### src/rtl/uart_cmd_pkg.sv
// Shared definitions for the UART command monitor: ASCII codes, FSM state
// encoding, reply buffer depth and a nibble-to-hex-character helper.
// Ports: none (package).
package uart_cmd_pkg;

  localparam logic [7:0] ASCII_LF = 8'h0A;
  localparam logic [7:0] ASCII_CR = 8'h0D;
  localparam logic [7:0] ASCII_K  = 8'h4B;
  localparam logic [7:0] ASCII_QM = 8'h3F;
  localparam logic [7:0] ASCII_LR = 8'h72;  // 'r'
  localparam logic [7:0] ASCII_UR = 8'h52;  // 'R'
  localparam logic [7:0] ASCII_LW = 8'h77;  // 'w'
  localparam logic [7:0] ASCII_UW = 8'h57;  // 'W'

  // Longest reply: two hex digits plus LF.
  localparam int RESP_MAX = 3;

  typedef enum logic [3:0] {
    ST_IDLE,
    ST_ADDR,
    ST_DATA,
    ST_EOL,
    ST_EXEC,
    ST_RDWAIT,
    ST_FLUSH,
    ST_ERR,
    ST_RESP
  } state_t;

  // Uppercase hex character for a nibble.
  function automatic logic [7:0] hex_char(input logic [3:0] n);
    return (n < 4'd10) ? (8'h30 + {4'h0, n}) : (8'h37 + {4'h0, n});
  endfunction

endpackage

### src/rtl/ascii_hex.sv
// Combinational ASCII/hex conversion: decodes one character into a nibble
// (with a valid flag) and encodes one byte into two uppercase hex characters.
// Ports: char_i -> valid_o/nib_o (decode); byte_i -> hi_char_o/lo_char_o (encode).
module ascii_hex
  import uart_cmd_pkg::*;
(
  input  logic [7:0] char_i,
  output logic       valid_o,
  output logic [3:0] nib_o,
  input  logic [7:0] byte_i,
  output logic [7:0] hi_char_o,
  output logic [7:0] lo_char_o
);

  always_comb begin
    valid_o = 1'b1;
    nib_o   = 4'h0;
    if (char_i >= 8'h30 && char_i <= 8'h39) begin
      nib_o = char_i[3:0];
    end else if ((char_i >= 8'h41 && char_i <= 8'h46) ||
                 (char_i >= 8'h61 && char_i <= 8'h66)) begin
      // 'A'/'a' have low nibble 1, so +9 lands on 10.
      nib_o = char_i[3:0] + 4'd9;
    end else begin
      valid_o = 1'b0;
    end
  end

  assign hi_char_o = hex_char(byte_i[7:4]);
  assign lo_char_o = hex_char(byte_i[3:0]);

endmodule

### src/rtl/uart_cmd_monitor.sv
// Line-oriented read/write command interpreter between the UART RX FIFO and
// TX FIFO, driving a byte-wide memory bus. Replies "K\n", "HH\n" or "?\n".
// Ports: CLK, reset (sync, active-low); in_empty/in_data/in_read (RX FIFO pop);
//   out_full/out_write/out_data (TX FIFO push); mem_addr/mem_wdata/mem_we/
//   mem_re/mem_rdata (memory, rdata one cycle after mem_re); busy (not IDLE).
// Option: define UART_CMD_MONITOR_ECHO_EN to echo every popped byte.
module uart_cmd_monitor
  import uart_cmd_pkg::*;
#(
  parameter int ADDR_DIGITS = 4
) (
  input  logic                     CLK,
  input  logic                     reset,
  input  logic                     in_empty,
  input  logic [7:0]               in_data,
  output logic                     in_read,
  input  logic                     out_full,
  output logic                     out_write,
  output logic [7:0]               out_data,
  output logic [4*ADDR_DIGITS-1:0] mem_addr,
  output logic [7:0]               mem_wdata,
  output logic                     mem_we,
  output logic                     mem_re,
  input  logic [7:0]               mem_rdata,
  output logic                     busy
);

  localparam int AW = 4 * ADDR_DIGITS;
  localparam int CW = $clog2(ADDR_DIGITS + 1);

  state_t                      state_q, state_d;
  logic [CW-1:0]               cnt_q, cnt_d;
  logic                        wait_q, wait_d;
  logic                        is_wr_q, is_wr_d;
  logic [AW-1:0]               pa_q, pa_d;      // address being parsed
  logic [7:0]                  pd_q, pd_d;      // write data being parsed
  logic [AW-1:0]               addr_q, addr_d;  // committed bus address
  logic [7:0]                  wdata_q, wdata_d;
  logic [RESP_MAX-1:0][7:0]    resp_q, resp_d;
  logic [1:0]                  len_q, len_d;
  logic [1:0]                  idx_q, idx_d;

  logic       hex_vld;
  logic [3:0] hex_nib;
  logic [7:0] rd_hi, rd_lo;
  logic       rx_st, pop, take;

  ascii_hex u_hex (
    .char_i   (in_data),
    .valid_o  (hex_vld),
    .nib_o    (hex_nib),
    .byte_i   (mem_rdata),
    .hi_char_o(rd_hi),
    .lo_char_o(rd_lo)
  );

  always_comb begin
    state_d   = state_q;
    cnt_d     = cnt_q;
    wait_d    = 1'b0;
    is_wr_d   = is_wr_q;
    pa_d      = pa_q;
    pd_d      = pd_q;
    addr_d    = addr_q;
    wdata_d   = wdata_q;
    resp_d    = resp_q;
    len_d     = len_q;
    idx_d     = idx_q;
    in_read   = 1'b0;
    out_write = 1'b0;
    out_data  = 8'h00;
    mem_we    = 1'b0;
    mem_re    = 1'b0;

    rx_st = (state_q == ST_IDLE) || (state_q == ST_ADDR) || (state_q == ST_DATA) ||
            (state_q == ST_EOL)  || (state_q == ST_FLUSH);
    // wait_q blocks the cycle right after a pop so the FIFO head can settle.
`ifdef UART_CMD_MONITOR_ECHO_EN
    pop = rx_st && !wait_q && !in_empty && !out_full && reset;
`else
    pop = rx_st && !wait_q && !in_empty && reset;
`endif
    take = pop && (in_data != ASCII_CR);

    if (pop) begin
      in_read = 1'b1;
      wait_d  = 1'b1;
`ifdef UART_CMD_MONITOR_ECHO_EN
      out_write = 1'b1;
      out_data  = in_data;
`endif
    end

    unique case (state_q)
      ST_IDLE: if (take) begin
        if (in_data == ASCII_LR || in_data == ASCII_UR) begin
          state_d = ST_ADDR; is_wr_d = 1'b0; cnt_d = '0;
        end else if (in_data == ASCII_LW || in_data == ASCII_UW) begin
          state_d = ST_ADDR; is_wr_d = 1'b1; cnt_d = '0;
        end else if (in_data != ASCII_LF) begin
          state_d = ST_FLUSH;
        end
      end
      ST_ADDR: if (take) begin
        if (in_data == ASCII_LF)  state_d = ST_ERR;
        else if (!hex_vld)        state_d = ST_FLUSH;
        else begin
          pa_d = (pa_q << 4) | AW'(hex_nib);
          if (cnt_q == CW'(ADDR_DIGITS - 1)) begin
            cnt_d   = '0;
            state_d = is_wr_q ? ST_DATA : ST_EOL;
          end else begin
            cnt_d = cnt_q + 1'b1;
          end
        end
      end
      ST_DATA: if (take) begin
        if (in_data == ASCII_LF)  state_d = ST_ERR;
        else if (!hex_vld)        state_d = ST_FLUSH;
        else begin
          pd_d = {pd_q[3:0], hex_nib};
          if (cnt_q == CW'(1)) begin
            cnt_d   = '0;
            state_d = ST_EOL;
          end else begin
            cnt_d = cnt_q + 1'b1;
          end
        end
      end
      ST_EOL: if (take) begin
        if (in_data == ASCII_LF) begin
          // Commit the bus values only now so they hold outside strobes.
          state_d = ST_EXEC;
          addr_d  = pa_q;
          wdata_d = pd_q;
        end else begin
          state_d = ST_FLUSH;
        end
      end
      ST_FLUSH: if (take && in_data == ASCII_LF) state_d = ST_ERR;
      ST_EXEC: begin
        if (is_wr_q) begin
          mem_we    = reset;
          resp_d[0] = ASCII_K;
          resp_d[1] = ASCII_LF;
          len_d     = 2'd2;
          idx_d     = 2'd0;
          state_d   = ST_RESP;
        end else begin
          mem_re  = reset;
          state_d = ST_RDWAIT;
        end
      end
      ST_RDWAIT: begin
        resp_d[0] = rd_hi;
        resp_d[1] = rd_lo;
        resp_d[2] = ASCII_LF;
        len_d     = 2'd3;
        idx_d     = 2'd0;
        state_d   = ST_RESP;
      end
      ST_ERR: begin
        resp_d[0] = ASCII_QM;
        resp_d[1] = ASCII_LF;
        len_d     = 2'd2;
        idx_d     = 2'd0;
        state_d   = ST_RESP;
      end
      ST_RESP: begin
        out_data = resp_q[idx_q];
        if (!out_full && reset) begin
          out_write = 1'b1;
          if (idx_q == len_q - 2'd1) begin
            idx_d   = 2'd0;
            state_d = ST_IDLE;
          end else begin
            idx_d = idx_q + 2'd1;
          end
        end
      end
      default: state_d = ST_IDLE;
    endcase
  end

  always_ff @(posedge CLK) begin
    if (!reset) begin
      state_q <= ST_IDLE;
      cnt_q   <= '0;
      wait_q  <= 1'b0;
      is_wr_q <= 1'b0;
      pa_q    <= '0;
      pd_q    <= '0;
      addr_q  <= '0;
      wdata_q <= '0;
      resp_q  <= '0;
      len_q   <= '0;
      idx_q   <= '0;
    end else begin
      state_q <= state_d;
      cnt_q   <= cnt_d;
      wait_q  <= wait_d;
      is_wr_q <= is_wr_d;
      pa_q    <= pa_d;
      pd_q    <= pd_d;
      addr_q  <= addr_d;
      wdata_q <= wdata_d;
      resp_q  <= resp_d;
      len_q   <= len_d;
      idx_q   <= idx_d;
    end
  end

  assign mem_addr  = addr_q;
  assign mem_wdata = wdata_q;
  assign busy      = (state_q != ST_IDLE);

endmodule
### config.mk
export PLATFORM = sky130hd
export DESIGN_NAME = uart_cmd_monitor
export DESIGN_NICKNAME = d
export VERILOG_FILES = /design/src/rtl/uart_cmd_pkg.sv /design/src/rtl/ascii_hex.sv /design/src/rtl/uart_cmd_monitor.sv
export SDC_FILE = /design/constraint.sdc
export NUM_CORES = 1
export LEC_CHECK = 0
export CORE_MARGIN = 8
export CORE_UTILIZATION = 45
export DETAILED_ROUTE_END_ITERATION = 10
export PLACE_DENSITY = 0.79
export SYNTH_ARGS = -nofsm -noshare
export SYNTH_HDL_FRONTEND = slang
export SYNTH_SLANG_ARGS = --single-unit
### constraint.sdc
create_clock -name CLK -period 2.9 [get_ports CLK]
set_input_delay 0.58 -clock CLK [delete_from_list [all_inputs] [get_ports CLK]]
set_output_delay 0.58 -clock CLK [all_outputs]
set_load 0.05 [all_outputs]
### Word-level counts from Yosys, hierarchy flattened

Index checks and enable logic that the tools add are counted.

| storage, ports and cells | value |
|---|---|
| bits in registers | 78 |
| output and inout bits | 37 |
| logic and storage cells | 158 |

| operators by class | value |
|---|---|
| add/sub/neg operators | 8 |
| $lt $le $gt $ge | 9 |
| eq/ne operators | 34 |
| multiplexer cells | 58 |
| bitwise operators | 2 |
| reductions and logical operators | 34 |

Operators by type and width:

| cell | number |
|---|---|
| two-way mux 4 bit | 19 |
| one-hot mux 16 bit (3 select lines) | 1 |
| two-way mux 3 bit | 11 |
| equality test 8 x 7 -> 1 bit, second input constant | 4 |
| two-way mux 8 bit | 4 |
| one-hot mux 4 bit (8 select lines) | 1 |
| adder 6 x 4 -> 7 bit, first input constant | 4 |
| inequality test 2 bit, second input constant | 11 |
| binary-select mux 8 bit (select 2 bit) | 1 |
| equality test 4 x 3 -> 1 bit, second input constant | 4 |
| >= comparator 8 x 7 -> 1 bit, second input constant | 2 |
| less-or-equal comparator 8 x 7 -> 1 bit, second input constant | 2 |
| two-way mux 16 bit | 1 |
| inequality test 8 x 4 -> 1 bit, second input constant | 2 |
| bitwise OR 16 x 4 -> 16 bit | 1 |
| two-way mux 1 bit | 12 |
| one-hot mux 2 bit (3 select lines) | 2 |
| two-way mux 2 bit | 5 |
| AND reduction 10 bit | 1 |
| logical AND 1 bit | 9 |
| one-hot mux 3 bit (3 select lines) | 1 |
| AND reduction 3 bit | 3 |
| AND reduction 9 bit | 1 |
| nonzero test 3 bit | 3 |
| other kinds (28) | 40 |

### Depth between registers and ports, before layout

| depth | value |
|---|---|
| depth after elaboration | 12 |
| mapped depth | 9 |

### Hierarchy

From an unflattened synthesis, not the netlist that was laid out.

| second synthesis, totals | value |
|---|---|
| cell total of the unflattened synthesis | 436 |
| area total of the unflattened synthesis | 3942.5 um^2 |

Modules (own cells, without submodules):

| module | instances | cells an instance | area an instance (um^2) | seq. area each (um^2) |
|---|---|---|---|---|
| uart_cmd_monitor | 1 | 382 | 3589.7 | 1561.5 |
| ascii_hex | 1 | 54 | 352.8 | 0.0 |

### Worst setup path after synthesis

OpenSTA, ideal clock, no wires.

| path | value |
|---|---|
| path type | input-to-output |
| start point | input in_empty |
| end point | output in_read |
| data arrival time | 2036 ps |
| required time | 2320 ps |
| slack | 284 ps |
| cell stages on the path | 2 |
| path buffers | 0 |
| path through | or4b_2 -> a21oi_1 |

| on the way | value |
|---|---|
| cells in the longest elaborated chain, start to end | 4 |

Ends and longest elaborated chain:

| element | RTL line | RTL |
|---|---|---|
| start, declared | uart_cmd_monitor.sv:14 | `input logic in_empty,` |
| zero test 1 bit | uart_cmd_monitor.sv:81 | `pop = rx_st && !wait_q && !in_empty && reset;` |
| logical AND 1 bit (2 in series) | uart_cmd_monitor.sv:81 |  |
| two-way mux 1 bit | uart_cmd_monitor.sv:85 | `if (pop) begin` |
| end, declared | uart_cmd_monitor.sv:16 | `output logic in_read,` |

Every way passes these cells.

### Worst setup path in the final report

| path | value |
|---|---|
| start point | input reset |
| end point | output in_read |

| on the way | value |
|---|---|
| cells in the longest elaborated chain, start to end | 2 |

Ends and longest elaborated chain:

| element | RTL line | RTL |
|---|---|---|
| start, declared | uart_cmd_monitor.sv:13 | `input logic reset,` |
| logical AND 1 bit | uart_cmd_monitor.sv:81 |  |
| two-way mux 1 bit | uart_cmd_monitor.sv:85 |  |

Every way passes these cells.

==> metrics.md <==
| Metric | Value |
|---|---|
| Status | `completed` |
| CTS Hold Bufs | `0` |
| Synth async-reset ratio | `0%` |
| Critical Setup Path Class | `in -> out` |
| TritonRoute pass-1 iters | `5` |
| Initial Util | `between 40 and 50%` |
| Total power | `~2.7 mW` |
| Net Sw Power | `approximately 0.8 mW` |
| CP Launch Type | `input port` |
| TritonCTS buffer count | `9` |
| Top cells by area, synth | `dfxtp_1 40%, nand2_1 8.8%, a21oi_1 8.7%` |
| Cell Rows | `33` |
| Final period util | `about 94%` |
| Pwr dens | `543.8 nW/um2` |
| Max Fanout on Critical Path | `3` |
| IO buf count | `55` |
| Vias/cell | `around 5.5` |
| DP Area | `between 4000 and 5000 um2` |
| Area fraction of the dominant cell type after synthesis | `40.47%` |
| Switching Fraction | `30.89%` |
| Largest net degree at the start of global routing | `47` |
| DRC | `0` |
| VDD IR max | `between 0.2 and 0.3 mV` |
| Die Height | `107.4 um` |
| Boundary pin count | `57` |
| Final-layout fill cell count | `about 700` |
| Final Critical Period | `~2700 ps` |
| Share of cells above drive strength 1 | `around 12%` |
| Setup Buffers After CTS | `0` |
| Routed WL | `9424 um` |
| Die width | `around 110 um` |
| Internal power | `1.843 mW` |
| CP arrival | `about 2200 ps` |
| 1st-iter DRT viols | `around 260` |
| Seq pwr share | `a little over two fifths` |
| Finished Cell Area | `between 4000 and 5000 um2` |
| WL/cell | `about 14 um` |
| DP HPWL | `roughly 6900 um` |
| Area Growth Syn to Fin | `30.45%` |
| # clock sinks | `76` |
| Initial antenna violation count | `0` |
| Clock Path Buffers | `2` |
| Latest clock arrival within the worst-skew pair | `around 360 ps` |
| Vias in the first global route | `3404` |
| Placement Setup Slack | `-107.7 ps` |
| Max cap viols | `0` |
| Htree depth | `3` |
| # setup viols final | `0` |
| CTS tree | `done` |
| Max_slew headroom | `approximately three fifths` |
| Sequential fraction of the synthesis area | `a little over 40%` |
| Area of the multi-input gates | `2057 um2` |
| Setup crit end kind | `output pin` |
| CTS Root Cell | `clkbuf_8` |
| Tot GR Track Use | `16.93%` |
| Primary FF master, synth | `dfxtp_1` |
| Worst Path Required | `2320 ps` |
| Yosys reg bits | `between 70 and 80` |
| Full die area | `between 10000 and 15000 um2` |
| Syn_area_per_cell | `between 8 and 9 um2` |
| Post-Syn Nets | `about 500` |
| Sequential cell area | `between 1500 and 2000 um2` |
| Clock network power share | `around a third` |
| Setup ws final | `164.0 ps` |
| Clock Skew | `8.310 ps` |
| Ant diodes | `0` |
| Number of synthesized flops with an enable pin | `0` |
| Hold Path Class | `reg -> reg` |
| Synth warnings | `0` |
| Antenna-violating nets left | `0` |
| Max-slew violation count | `0` |
| FMAX | `around 370 MHz` |
| Final setup TNS | `0 ps` |
| Via count | `~3600` |
| LEAKAGE | `1.711 nW` |
| Final net count | `570` |
| Logic pwr share | `a little under a quarter` |
| Worst-path clk slew | `~90 ps` |
| Core footprint | `8175 um2` |
| Routability Congestion | `a little under 0.9` |
| # resized after CTS | `0` |
| Post-layout util | `roughly 60%` |
| RSZ-0062 raised after global routing | `no` |
| Post-synth top area cell | `dfxtp_1` |
| Yosys cell types | `63` |
| Remaining Overflow, GRT | `0` |
| Post-Synthesis Cells | `469` |
| Synth Cell Area | `3760 um2` |
| Wire length of the first global-routing pass | `about 16000 um` |
| Slew @ Worst Pin | `628.8 ps` |
| Endpoints failing hold | `0` |
==> metrics by stage <==
stage | std cells | hold WS [ps]
2_1_floorplan | 469 | 431.2
3_3_place_gp | 634 | 439.6
3_5_place_dp | 634 | 443.4
4_1_cts | 650 | 443.4
5_1_grt | 650 | 475.0
6_report | 650 | 447.3
==> final timing paths <==
| kind | startpoint | end | slack (ps) | depth (start not counted) |
|---|---|---|---|---|
| setup / recovery | reset | in_read | 160 | 4 |
| hold / removal | pa_q[12] | mem_addr[12] | 450 | 2 |
| setup reg to reg | state_q[3] | state_q[0] | 710 | 5 |
| hold reg to reg | pa_q[12] | mem_addr[12] | 450 | 2 |
==> layout make-up <==
class,count,share of cell area [%]
clock buffer,10,2.806
clock inverter,6,1.964
inverter,16,1.224
multi-input combinational,350,41.94
sequential,76,31.02
tap,105,2.679
timing repair buffer,87,18.37
==> kinds of logic after synthesis <==
family	count (synthesis)	synth area share, %
AO/OA/AOI/OAI	124	21.40
XOR/XNOR	4	0.9320
adder cells (fa/ha/maj)	10	3.328
buffers and inverters	43	4.958
flip-flops	76	40.47
multiplexers	17	4.559
other	1	0.09974
AND/OR/NAND/NOR	194	24.26
==> placed cells by master (no fill, tap or decap), drive strengths merged, types with 11 or more instances in the layout <==
cell type / count
nor2: 48
mux2i: 16
clkdlybuf4s50: 44
a211oi: 11
nand2: 88
o21ai: 12
dfxtp: 76
inv: 16
a21oi: 66
buf: 43
==> cells in the mapped netlist (all sizes together), types with 8 or more instances <==
master	number
nand2	88
dfxtp	76
a21oi	66
nor2	48
clkbuf	20
inv	16
mux2i	16
o21ai	12
a211oi	11
ha	10
nand2b	8
==> sequential cells by signal, summed over array words and instances, names as in the netlist <==
signal and cells:
cnt_q 3, idx_q 2, is_wr_q 1, len_q 2
mem_addr 16, mem_wdata 8, pa_q 16, pd_q 8
resp_q 15, state_q 4, wait_q 1
==> per-layer routing <==
metal,share of wire [%],GRT usage [%]
met2,48,27.54
met1,43,20.77
met4,2.1,7.037
met5,0,0
met3,6.8,4.371
==> power groups by stage <==
| stage | Sequential, mW | Combinational (mW) | Clock [mW] |
|---|---|---|---|
| after detailed placement | 1.13 | 0.613 | 0 |
| after global placement | 1.13 | 0.601 | 0 |
| after floorplan | 1.12 | 0.407 | 0 |
| final | 1.11 | 0.622 | 0.932 |
| after CTS | 1.11 | 0.617 | 0.947 |
| after global routing | 1.12 | 0.675 | 0.997 |
==> worst max-delay path, stage by stage <==
cell and delay, ps:
clkdlybuf4s50_1 490, or4b_2 640, a21oi_1 260, buf_12 180
No activity file was read; power rests on OpenSTA's default activity.
